**src/rtl/mult_4bit_pkg.sv**
```systemverilog
// mult_4bit_pkg: shared operand and product widths for the array multiplier
package mult_4bit_pkg;
  localparam int OP_W = 4;
  localparam int PROD_W = 2 * OP_W;
endpackage

```
**src/rtl/mult_4bit_fa.sv**
```systemverilog
// mult_4bit_fa: 1-bit full adder cell (a, b, cin -> sum, cout)
module mult_4bit_fa (
  input  logic a,
  input  logic b,
  input  logic cin,
  output logic sum,
  output logic cout
);
  assign sum = a ^ b ^ cin;
  assign cout = (a & b) | (cin & (a ^ b));
endmodule

```
**src/rtl/mult_4bit.sv**
```systemverilog
// mult_4bit: combinational unsigned shift-and-add array multiplier, P = X*Y gated to 0 while rst is low
module mult_4bit
  import mult_4bit_pkg::*;
#(
  parameter int N = OP_W
) (
  input  logic         rst,
  input  logic [N-1:0] X,
  input  logic [N-1:0] Y,
  output logic [2*N-1:0] P
);
  logic [OP_W-1:0] pp [OP_W];
  logic [OP_W:0] acc [OP_W];
  logic [PROD_W-1:0] arr;
  for (genvar i = 0; i < OP_W; i++) begin : g_pp
    for (genvar j = 0; j < OP_W; j++) begin : g_bit
      assign pp[i][j] = X[j] & Y[i];
    end
  end
  assign acc[0] = {1'b0, pp[0]};
  // Each row adds the next partial product to the previous row shifted right by one;
  // the bit shifted out is final and drops straight into the product.
  for (genvar i = 1; i < OP_W; i++) begin : g_row
    logic [OP_W:0] c;
    assign c[0] = 1'b0;
    for (genvar j = 0; j < OP_W; j++) begin : g_fa
      mult_4bit_fa fa (
        .a(acc[i-1][j+1]),
        .b(pp[i][j]),
        .cin(c[j]),
        .sum(acc[i][j]),
        .cout(c[j+1])
      );
    end
    assign acc[i][OP_W] = c[OP_W];
  end
  for (genvar i = 0; i < OP_W; i++) begin : g_lo
    assign arr[i] = acc[i][0];
  end
  assign arr[PROD_W-1:OP_W] = acc[OP_W-1][OP_W:1];
  assign P = arr & {PROD_W{rst}};
endmodule

```
**config.mk**
```make
export PLATFORM = sky130hd
export DESIGN_NAME = mult_4bit
export DESIGN_NICKNAME = d
export VERILOG_FILES = /design/src/rtl/mult_4bit_pkg.sv /design/src/rtl/mult_4bit_fa.sv /design/src/rtl/mult_4bit.sv
export SDC_FILE = /design/constraint.sdc
export NUM_CORES = 1
export LEC_CHECK = 0
export ABC_CLOCK_PERIOD_IN_PS = 11300
export CORE_AREA = 2 2 39 41
export DETAILED_ROUTE_END_ITERATION = 10
export DIE_AREA = 0 0 41 43
export PLACE_DENSITY = 0.62
export SETUP_SLACK_MARGIN = 0.15
export SYNTH_ARGS = -nofsm -noshare
export SYNTH_HDL_FRONTEND = slang
export SYNTH_HIERARCHICAL = 1
export SYNTH_SLANG_ARGS = --single-unit
export TNS_END_PERCENT = 10
```
**constraint.sdc**
```tcl
create_clock -name vclk -period 11.3
set_input_delay 2.26 -clock vclk [all_inputs]
set_output_delay 2.26 -clock vclk [all_outputs]
set_load 0.02 [all_outputs]
```
==> impl_results.md <==
- FILL cells: 152
- RSZ-0062 raised after global routing: false
- Vias/cell: 4.22
- Clock buf count: 0
- Max-Cap Viols: 0
- Critical Path End Type: output port
- Pwr/cell area: between 70 and 80 nW/µm²
- Critical Path AT: between 7 and 8 ns
- Hold buffers post-CTS: 0
- Share of the synthesized area in the top cell type: 60.6%
- Hold Vio Cnt, Final: 0
- Mean Syn Cell Area: between 10 and 15 µm²
- Setup Total Neg Slack: 0 ns
- Residual DRC count: 0
- Power, Total: ~47 µW
- Vias in the first global route: approximately 310
- Fin crit share: 83.4%
- Lkg Pwr: roughly 0.00025 µW
- Initial Util: 28.7%
- Register area: 0 µm²
- GRT Overall Usage: 9.24%
- Num ports: 17
- Chip width: just over 40 µm
- Final std cells w/o fill: 72
- Post-CTS sizing: 0
- Min-delay src: Y[0]
- Pre-antenna DRT Iters: 2
- Status: complete, no violations
- Layout net count: 79
- Synth Cell Area: 397 µm²
- Crit path max fanout: 4
- Worst Setup Start Kind: input pin
- Area grow syn2layout: 50.8%
- Final max-slew violation count: 0
- Post-DP HPWL: 643 µm
- Rows: 14
- Synth Instances: 36
- Post-CTS setup buffer count: 0
- Hold Crit Class: in2out
- Seq pwr share: 0%
- Diode count: 0
- Synth warn: 6
- Worst Path Required: 9.04 ns
- Post-synthesis sequential area ratio: 0%
- Area of the core: 1380 µm²
- DRT iter0 DRCs: 3
- Yosys top cell by area: fa_1
- Drt total wl: 663 µm
- Die H: between 40 and 50 µm
- Internal power: ~25 µW
- Final setup viols: 0
- Final worst path period need: around 9.4 ns
- Port bufs: 17
- Placed insts: approximately 70
- Combinational Power Share: 100.0%
- Remaining antenna violation count: 0
- Hold Path End: P[0]
- DR WL/cell: 9.21 µm
- Overflow left after global routing: 0
- Post-route worst setup slack: 1.88 ns
- Distinct cells, synth: 5
- First-pass GRT wire length: 1.20 mm
- Worst slack at placement: around 1.8 ns
- Most frequent cell after synthesis: and2_1
- Proportion of layout cells with a drive suffix above 1: 12.5%
- Net Sw Frac: 45.6%
- F_max: between 0.1 and 0.15 GHz
- Layout sequential cell count: 0
- Largest net degree at the start of global routing: 9
- Critical path class: in2out
- Vias: 304
- Final Wtd Congestion: 0.689
- Most instantiated cells after synthesis: and2_1 (15), fa_1 (12), and2_2 (7)
- Die footprint: 1760 µm²
- VDD IR max: ~0.000036 V
- Switching power: 21.2 µW
- Clock power share: 0%
- Initial antenna violation count: 0
- Hold depth: 3
- Main area contributors after synthesis: fa_1 (61%), and2_1 (24%), and2_2 (13%)
## worst max-delay path, cell delays in order
cell and delay, ns:
clkdlybuf4s50_1 0.45, and2_1 0.19, fa_1 0.44, fa_1 0.48, fa_1 0.44, fa_1 0.48, fa_1 0.44, fa_1 0.38
fa_1 0.38, fa_1 0.49, and2_2 0.13, clkdlybuf4s50_1 0.59
## cell type report
class | instances | area [µm²] | share of cell area (%)
Tap cell | 16 | 20.0 | 3.35
Multi-Input combinational cell | 39 | 408 | 68.2
Timing Repair Buffer | 17 | 170 | 28.5
## worst max path at each step
stage	cells after the start	slack, ns	from	end
5_1_grt	12	1.70	X[1]	P[6]
3_5_place_dp	12	1.84	X[1]	P[6]
4_1_cts	12	1.82	X[1]	P[6]
2_1_floorplan	10	2.97	X[1]	P[6]
3_3_place_gp	12	1.86	X[1]	P[6]
6_report	12	1.88	X[1]	P[6]
## power groups by stage
| stage | sequential (µW) | combinational (µW) | clock [µW] |
|---|---|---|---|
| 2_1_floorplan | 0 | 29.2 | 0 |
| 3_3_place_gp | 0 | 47.1 | 0 |
| 3_5_place_dp | 0 | 47.8 | 0 |
| 4_1_cts | 0 | 48.1 | 0 |
| 5_1_grt | 0 | 52.5 | 0 |
| 6_report | 0 | 46.6 | 0 |
## layout by cell type, fill, tap and decap left out
master           instances
and2_2                   7
fa_1                    12
and2_1                  15
conb_1                   4
clkdlybuf4s50_1         17
and3_1                   1
## through the flow
step | util [%] | hold WS [ns] | cell area [µm²]
5_1_grt | 43.2 | 5.70 | 598
3_3_place_gp | 43.2 | 5.68 | 598
2_1_floorplan | - | 4.70 | 408
6_report | 43.2 | 5.68 | 598
4_1_cts | 43.2 | 5.68 | 598
3_5_place_dp | 43.2 | 5.68 | 598
## metal layers
metal | wire, µm | track usage (%) | vias to the layer above
met3 | 40 | 0 | 0
met4 | 0 | 0 | 0
met5 | 0 | 0 | -
met2 | 364 | 16.9 | 10
met1 | 258 | 12.3 | 150
li1 | - | - | 144
## logic make-up after synthesis
kind of cell | share of synthesized area (%)
fa+ha+maj | 60.6
other cells | 0.945
simple gates | 38.5
Note: power is estimated with default switching activity, not from simulation.
